==> src/rtl/aes_stream_ctrl.sv <==
// Serial-lane front end for a 128-bit AES core: assembles key/plaintext beats, runs the core,
// serialises the ciphertext. Optional block counter port blk_cnt under AES_STREAM_BLKCNT_EN.
module aes_stream_ctrl #(
    parameter int unsigned LANE_W = 1
) (
    input  logic              clk,
    input  logic              reset_n,
    input  logic [LANE_W-1:0] DIN,
    input  logic              EN,
    input  logic [LANE_W-1:0] K_IN,
    input  logic              K_EN,
    output logic [LANE_W-1:0] DOUT,
    output logic              OUT_VAL,
    output logic              BUSY,
    output logic [127:0]      core_key,
    output logic              core_key_vld,
    output logic [127:0]      core_din,
    output logic              core_start,
    input  logic              core_done,
    input  logic [127:0]      core_dout
`ifdef AES_STREAM_BLKCNT_EN
    ,
    output logic [15:0]       blk_cnt
`endif
);

    localparam int unsigned N  = 128 / LANE_W;
    localparam int unsigned CW = $clog2(N);
    localparam logic [CW-1:0] Last = CW'(N - 1);

    typedef enum logic [2:0] {
        StIdle, StLoad, StHold, StStart, StWait, StShift
    } state_e;

    state_e        state_q, state_d;
    logic [CW-1:0] cnt_q, cnt_d;
    logic [CW-1:0] kcnt_q, kcnt_d;
    logic [127:0]  din_sr_q, din_sr_d;
    logic [127:0]  out_sr_q, out_sr_d;
    logic [127:0]  key_sr_q, key_sr_d;
    logic [127:0]  core_key_q, core_key_d;
    logic [127:0]  pend_key_q, pend_key_d;
    logic          key_vld_q, key_vld_d;
    logic          key_ready_q, key_ready_d;
    logic          pend_q, pend_d;
    logic [15:0]   blk_cnt_q, blk_cnt_d;

    logic [127:0]  key_asm;
    logic          key_done;
    logic          key_open;
    logic          to_idle;

    always_comb begin
        state_d     = state_q;
        cnt_d       = cnt_q;
        kcnt_d      = kcnt_q;
        din_sr_d    = din_sr_q;
        out_sr_d    = out_sr_q;
        key_sr_d    = key_sr_q;
        core_key_d  = core_key_q;
        pend_key_d  = pend_key_q;
        key_vld_d   = 1'b0;
        key_ready_d = key_ready_q;
        pend_d      = pend_q;
        blk_cnt_d   = blk_cnt_q;

        key_asm  = {key_sr_q[127-LANE_W:0], K_IN};
        key_done = K_EN && (kcnt_q == Last);
        key_open = (state_q == StIdle) || (state_q == StLoad) || (state_q == StHold);
        to_idle  = (state_q == StShift) && (cnt_q == Last);

        if (K_EN) begin
            key_sr_d = key_asm;
            kcnt_d   = key_done ? '0 : kcnt_q + 1'b1;
        end

        unique case (state_q)
            StIdle, StLoad: begin
                if (EN) begin
                    din_sr_d = {din_sr_q[127-LANE_W:0], DIN};
                    if (cnt_q == Last) begin
                        cnt_d   = '0;
                        state_d = StHold;
                    end else begin
                        cnt_d   = cnt_q + 1'b1;
                        state_d = StLoad;
                    end
                end
            end
            StHold: begin
                if (key_ready_q && !pend_q) state_d = StStart;
            end
            StStart: state_d = StWait;
            StWait: begin
                if (core_done) begin
                    out_sr_d = core_dout;
                    state_d  = StShift;
                end
            end
            StShift: begin
                out_sr_d = {out_sr_q[127-LANE_W:0], {LANE_W{1'b0}}};
                if (to_idle) begin
                    cnt_d     = '0;
                    state_d   = StIdle;
                    blk_cnt_d = blk_cnt_q + 16'd1;
                end else begin
                    cnt_d = cnt_q + 1'b1;
                end
            end
            default: state_d = StIdle;
        endcase

        // A key finishing while the core is busy is parked until the SHIFT->IDLE edge.
        if (key_done && (key_open || to_idle)) begin
            core_key_d  = key_asm;
            key_vld_d   = 1'b1;
            key_ready_d = 1'b1;
            pend_d      = 1'b0;
        end else if (key_done) begin
            pend_d     = 1'b1;
            pend_key_d = key_asm;
        end else if (to_idle && pend_q) begin
            core_key_d  = pend_key_q;
            key_vld_d   = 1'b1;
            key_ready_d = 1'b1;
            pend_d      = 1'b0;
        end
    end

    always_ff @(posedge clk or negedge reset_n) begin
        if (!reset_n) begin
            state_q     <= StIdle;
            cnt_q       <= '0;
            kcnt_q      <= '0;
            din_sr_q    <= '0;
            out_sr_q    <= '0;
            key_sr_q    <= '0;
            core_key_q  <= '0;
            pend_key_q  <= '0;
            key_vld_q   <= 1'b0;
            key_ready_q <= 1'b0;
            pend_q      <= 1'b0;
            blk_cnt_q   <= '0;
        end else begin
            state_q     <= state_d;
            cnt_q       <= cnt_d;
            kcnt_q      <= kcnt_d;
            din_sr_q    <= din_sr_d;
            out_sr_q    <= out_sr_d;
            key_sr_q    <= key_sr_d;
            core_key_q  <= core_key_d;
            pend_key_q  <= pend_key_d;
            key_vld_q   <= key_vld_d;
            key_ready_q <= key_ready_d;
            pend_q      <= pend_d;
            blk_cnt_q   <= blk_cnt_d;
        end
    end

    always_comb begin
        OUT_VAL      = (state_q == StShift);
        DOUT         = OUT_VAL ? out_sr_q[127 -: LANE_W] : '0;
        BUSY         = !((state_q == StIdle) || (state_q == StLoad));
        core_start   = (state_q == StStart);
        core_din     = din_sr_q;
        core_key     = core_key_q;
        core_key_vld = key_vld_q;
    end

`ifdef AES_STREAM_BLKCNT_EN
    assign blk_cnt = blk_cnt_q;
`else
    logic unused_blk_cnt;
    assign unused_blk_cnt = ^blk_cnt_q;
`endif

endmodule

==> config.mk <==
export PLATFORM = sky130hd
export DESIGN_NAME = aes_stream_ctrl
export DESIGN_NICKNAME = d
export VERILOG_FILES = /design/src/rtl/aes_stream_ctrl.sv
export SDC_FILE = /design/constraint.sdc
export NUM_CORES = 1
export LEC_CHECK = 0
export BUFFER_PORTS_ARGS = -buffer_cell sky130_fd_sc_hd__buf_2
export CAP_MARGIN = 10
export CORE_UTILIZATION = 54
export DETAILED_ROUTE_END_ITERATION = 8
export GPL_TIMING_DRIVEN = 0
export PLACE_DENSITY = 0.79
export SETUP_SLACK_MARGIN = 0.3
export SYNTH_ARGS = -nofsm -noshare
export SYNTH_HDL_FRONTEND = slang
export SYNTH_SLANG_ARGS = --single-unit
==> constraint.sdc <==
create_clock -name clk -period 4.3 [get_ports clk]
set_input_delay 0.86 -clock clk [delete_from_list [all_inputs] [get_ports clk]]
set_output_delay 0.86 -clock clk [all_outputs]
set_load 0.01 [all_outputs]
==> report_table.html <==
<table>
<tr><th>Metric</th><th>Value</th></tr>
<tr><th colspan="2">STA</th></tr>
<tr><td>Worst slew margin relative to its limit</td><td>approximately 50%</td></tr>
<tr><td>Period minus WS final</td><td>around 2.8 ns</td></tr>
<tr><td>Actual slew at the worst max-slew pin</td><td>0.763 ns</td></tr>
<tr><td>Largest clock skew in the final design</td><td>0.0302 ns</td></tr>
<tr><td>Period utilization</td><td>65.1%</td></tr>
<tr><td>Unrepaired setup endpoints after global routing</td><td>false</td></tr>
<tr><td>Worst path setup slack after routing</td><td>1.50 ns</td></tr>
<tr><td>Max-slew violation total from the final report</td><td>0</td></tr>
<tr><td>Final setup violation count</td><td>0</td></tr>
<tr><td>FMAX</td><td>357 MHz</td></tr>
<tr><td>Final count of hold timing violations</td><td>0</td></tr>
<tr><th colspan="2">Yosys</th></tr>
<tr><td>Sequential-to-total area share from yosys stat</td><td>61.1%</td></tr>
<tr><td>Syn Area/Cell</td><td>between 10 and 15 um2</td></tr>
<tr><td>Top FF cell, synth</td><td>sky130_fd_sc_hd__dfrtp_1</td></tr>
<tr><td>Post-synth EDFFs</td><td>0</td></tr>
<tr><td>Async set-or-reset flop fraction in the synthesized netlist</td><td>between 90% and 100%</td></tr>
<tr><td>Most frequently used cell type in the post-synthesis netlist</td><td>sky130_fd_sc_hd__dfrtp_1</td></tr>
<tr><td>Number of instances in the synthesized netlist</td><td>1896</td></tr>
<tr><td>Area share of the largest cell type after synthesis</td><td>61.1%</td></tr>
<tr><td>List of most frequent post-synthesis cells</td><td>659 x sky130_fd_sc_hd__dfrtp_1, 544 x sky130_fd_sc_hd__mux2_2, 135 x sky130_fd_sc_hd__nand2_1, 128 x sky130_fd_sc_hd__o21ai_0, 124 x sky130_fd_sc_hd__a22oi_1</td></tr>
<tr><td>Total number of yosys warnings</td><td>0</td></tr>
<tr><td>Cell taking the most area after synthesis</td><td>sky130_fd_sc_hd__dfrtp_1</td></tr>
<tr><td>Mapped Area</td><td>about 0.027 mm2</td></tr>
<tr><td>Area contributors post-synth</td><td>sky130_fd_sc_hd__dfrtp_1 61%, sky130_fd_sc_hd__mux2_2 23%, sky130_fd_sc_hd__mux2_1 4.1%</td></tr>
<tr><td>Count of unique library cells instantiated by Yosys</td><td>46</td></tr>
<tr><td>Syn nets</td><td>~2000</td></tr>
<tr><td>Synthesized flop and latch total</td><td>659</td></tr>
<tr><th colspan="2">Cells and area</th></tr>
<tr><td>Footprint of the multi-input gates</td><td>0.00983 mm2</td></tr>
<tr><td>Total area of sequential cells</td><td>0.0165 mm2</td></tr>
<tr><td>Layout cell share with drive strength beyond 1</td><td>45.9%</td></tr>
<tr><td>Area of all placed cells without fillers</td><td>approximately 0.032 mm2</td></tr>
<tr><td>Number of fillers in the final layout</td><td>3498</td></tr>
<tr><td>Area growth from synthesis to layout</td><td>19.6%</td></tr>
<tr><td>Final layout net count</td><td>2505</td></tr>
<tr><th colspan="2">Detailed routing</th></tr>
<tr><td>Vias</td><td>16993</td></tr>
<tr><td>DRC violations left</td><td>0</td></tr>
<tr><td>Pre-Repair DR Iteration Count</td><td>6</td></tr>
<tr><td>Antenna violation net count after detailed routing</td><td>0</td></tr>
<tr><td>Mean number of vias per cell</td><td>5.50</td></tr>
<tr><td>Final wirelength</td><td>59800 um</td></tr>
<tr><td>Detailed Route Iter0 Violations</td><td>1128</td></tr>
<tr><td>Drt wl/cell</td><td>19.4 um</td></tr>
<tr><th colspan="2">Clock tree</th></tr>
<tr><td>Sink count of the clock tree</td><td>659</td></tr>
<tr><td>Master cell of the clock root buffer</td><td>sky130_fd_sc_hd__clkbuf_16</td></tr>
<tr><td>Post-CTS Hold Fix Bufs</td><td>0</td></tr>
<tr><td>Number of buffers added for setup after CTS</td><td>0</td></tr>
<tr><td>Number of clock buffers inserted by TritonCTS</td><td>71</td></tr>
<tr><td>Clock Path Buffers</td><td>3</td></tr>
<tr><td>CTS H-Tree Depth</td><td>3</td></tr>
<tr><td>Clock transition at the registers of the reported paths</td><td>0.06 ns</td></tr>
<tr><td>Clock tree from TritonCTS</td><td>done</td></tr>
<tr><td>Clk Latency, worst-skew pair</td><td>around 0.60 ns</td></tr>
<tr><td>Post-cts repair resize count</td><td>0</td></tr>
<tr><th colspan="2">Global routing</th></tr>
<tr><td>Via count of the first global-routing pass</td><td>~18000</td></tr>
<tr><td>Total routing usage reported by global routing</td><td>23.7%</td></tr>
<tr><td>Global-route wire length before repair</td><td>95200 um</td></tr>
<tr><td>Overflow left after global routing</td><td>0</td></tr>
<tr><td>Number of antenna violations at the first check in global routing</td><td>7</td></tr>
<tr><td>Pin count of the biggest net entering global routing</td><td>130</td></tr>
<tr><th colspan="2">Power and ir drop</th></tr>
<tr><td>LEAKAGE</td><td>16.8 nW</td></tr>
<tr><td>Maximum vdd drop</td><td>0.000405 V</td></tr>
<tr><td>Power Density</td><td>468 mW/mm2</td></tr>
<tr><th colspan="2">Setup path</th></tr>
<tr><td>Beginning of the worst register-to-register path</td><td>cnt_q[0]</td></tr>
<tr><td>Maximum fanout along the worst path</td><td>10</td></tr>
<tr><td>Number of cells traversed by the worst register-to-register path</td><td>7</td></tr>
<tr><td>Capture point of the critical path</td><td>core_key[95]</td></tr>
<tr><td>Worst Setup End Kind</td><td>flip-flop</td></tr>
<tr><td>Signal arrival time at the worst endpoint</td><td>approximately 3.3 ns</td></tr>
<tr><td>Setup slack of the most critical reg-to-reg path</td><td>1.50 ns</td></tr>
<tr><td>Critical setup path kind</td><td>reg2reg</td></tr>
<tr><td>Required time of the critical path</td><td>4.76 ns</td></tr>
<tr><td>Kind of start point of the critical path</td><td>flip-flop</td></tr>
<tr><td>Worst reg2reg endpoint</td><td>core_key[95]</td></tr>
<tr><td>CP startpoint</td><td>cnt_q[0]</td></tr>
<tr><th colspan="2">Min path</th></tr>
<tr><td>Hold Path Class</td><td>in2async</td></tr>
<tr><th colspan="2">Floorplanning</th></tr>
<tr><td>Initial standard-cell utilization of the core</td><td>54.9%</td></tr>
<tr><td>Die boundary height</td><td>around 230 um</td></tr>
<tr><td>Site row count</td><td>81</td></tr>
<tr><td>Num ports</td><td>about 400</td></tr>
<tr><td>Die area</td><td>0.0509 mm2</td></tr>
<tr><td>Die boundary width</td><td>about 230 um</td></tr>
<tr><td>Core region area</td><td>0.0492 mm2</td></tr>
<tr><th colspan="2">Run</th></tr>
<tr><td>MaxCap Viol Count</td><td>0</td></tr>
<tr><th colspan="2">Placed design</th></tr>
<tr><td>Placed instance area</td><td>0.0299 mm2</td></tr>
<tr><td>Gpl congestion</td><td>between 0.8 and 0.9</td></tr>
<tr><td>Number of port buffers</td><td>394</td></tr>
<tr><td>Setup WS pre-CTS</td><td>0.773 ns</td></tr>
<tr><td>Dpl hpwl</td><td>just over 40000 um</td></tr>
<tr><th colspan="2">Outcome</th></tr>
<tr><td>Run status</td><td>complete, no violations</td></tr>
</table>
## worst min path at each step
stage / to / start / depth (start not counted)
after global placement: out_sr_q[19] / out_sr_q[19] / 2
final: pend_key_q[110] / reset_n / 1
after CTS: pend_key_q[112] / reset_n / 1
after global routing: core_key[113] / reset_n / 1
after floorplan: key_ready_q / key_ready_q / 1
after detailed placement: out_sr_q[63] / out_sr_q[63] / 2
## power breakdown
group	switching [mW]	internal [mW]	total, mW
Combinational	0.797	0.746	1.54
Clock	2.42	3.64	6.06
Sequential	0.529	6.98	7.51
## worst max-delay path, cell delays in order, from the launching register on
cell                      delay, ns
sky130_fd_sc_hd__dfrtp_1       0.42
sky130_fd_sc_hd__ha_1          0.25
sky130_fd_sc_hd__nand4_1       0.24
sky130_fd_sc_hd__o31ai_2       0.55
sky130_fd_sc_hd__nand3_1       0.32
sky130_fd_sc_hd__buf_2         0.32
sky130_fd_sc_hd__buf_2         0.25
sky130_fd_sc_hd__mux2_2        0.32
## sequential cells by signal (all words and copies together) (netlist names)
signal        count
cnt_q             7
key_ready_q       1
core_key_vld      1
core_key        128
out_sr_q        128
pend_q            1
pend_key_q      128
key_sr_q        127
core_din        128
kcnt_q            7
state_q           3
## stage by stage
| step | cells | utilization [%] | setup TNS, ns | power, mW | hold WS, ns |
|---|---|---|---|---|---|
| floorplan | 1896 | - | 0 | 8.52 | 0.439 |
| global placement | 2954 | 60.6 | -6864.48 | 8.96 | 0.461 |
| detailed placement | 2959 | 60.9 | 0 | 9.13 | 0.471 |
| CTS | 3084 | 65.6 | 0 | 15.2 | 0.195 |
| global route | 3086 | 65.7 | 0 | 15.7 | 0.208 |
| finish | 3089 | 65.7 | 0 | 15.1 | 0.200 |
## layout by cell type, fill, tap and decap left out, types with 2 or more instances in the layout
cell / count
sky130_fd_sc_hd__a22oi_1: 124
sky130_fd_sc_hd__buf_2: 426
sky130_fd_sc_hd__a31oi_1: 5
sky130_fd_sc_hd__inv_1: 2
sky130_fd_sc_hd__buf_6: 11
sky130_fd_sc_hd__clkbuf_8: 12
sky130_fd_sc_hd__clkbuf_16: 73
sky130_fd_sc_hd__clkbuf_1: 91
sky130_fd_sc_hd__o21ai_0: 128
sky130_fd_sc_hd__buf_16: 5
sky130_fd_sc_hd__diode_2: 5
sky130_fd_sc_hd__nand2b_1: 2
sky130_fd_sc_hd__a21oi_1: 5
sky130_fd_sc_hd__nand2_1: 135
sky130_fd_sc_hd__nor2_1: 11
sky130_fd_sc_hd__buf_1: 5
sky130_fd_sc_hd__bufinv_16: 5
sky130_fd_sc_hd__mux2_2: 544
sky130_fd_sc_hd__and2_1: 2
sky130_fd_sc_hd__xnor2_1: 4
sky130_fd_sc_hd__mux2_1: 98
sky130_fd_sc_hd__and3_1: 2
sky130_fd_sc_hd__ha_1: 2
sky130_fd_sc_hd__dfrtp_1: 659
sky130_fd_sc_hd__xor2_1: 3
sky130_fd_sc_hd__clkinv_2: 9
sky130_fd_sc_hd__nand4_1: 3
sky130_fd_sc_hd__nor2b_1: 6
sky130_fd_sc_hd__clkinv_8: 2
sky130_fd_sc_hd__buf_4: 12
sky130_fd_sc_hd__nand3_1: 3
sky130_fd_sc_hd__o22ai_1: 7
## kinds of logic (layout without fill, tap and decap cells)
logic type / after synthesis / in the layout / share of synthesized area, %
DFF: 659 / 659 / 61.1
muxes: 643 / 643 / 26.8
AOI/OAI and AO/OA: 277 / 277 / 6.46
and+or+nand+nor: 174 / 174 / 2.81
buffers and inverters: 134 / 658 / 2.49
xor gates and xnor gates: 7 / 7 / 0.227
adders and majority gates: 2 / 2 / 0.0927
other: 0 / 5 / 0
## final cells by class
| class | count | area share (%) |
|---|---|---|
| diodes | 5 | 0.0388 |
| plain buffers | 130 | 2.03 |
| clock buffers | 107 | 6.43 |
| clock inverters | 18 | 0.775 |
| inverters | 4 | 0.0504 |
| multi-input cells | 1103 | 30.4 |
| flip-flops and latches | 659 | 51.1 |
| well taps | 664 | 2.57 |
| repair buffers | 399 | 6.57 |
## metal layers
layer,GRT usage (%),vias up,routed length (um)
met4,8.08,6,1830
met2,39.1,476,29500
li1,-,7789,-
met5,0,-,41
met1,29.4,8588,24000
met3,7.56,134,4430
No activity file was read; power rests on OpenSTA's default activity.
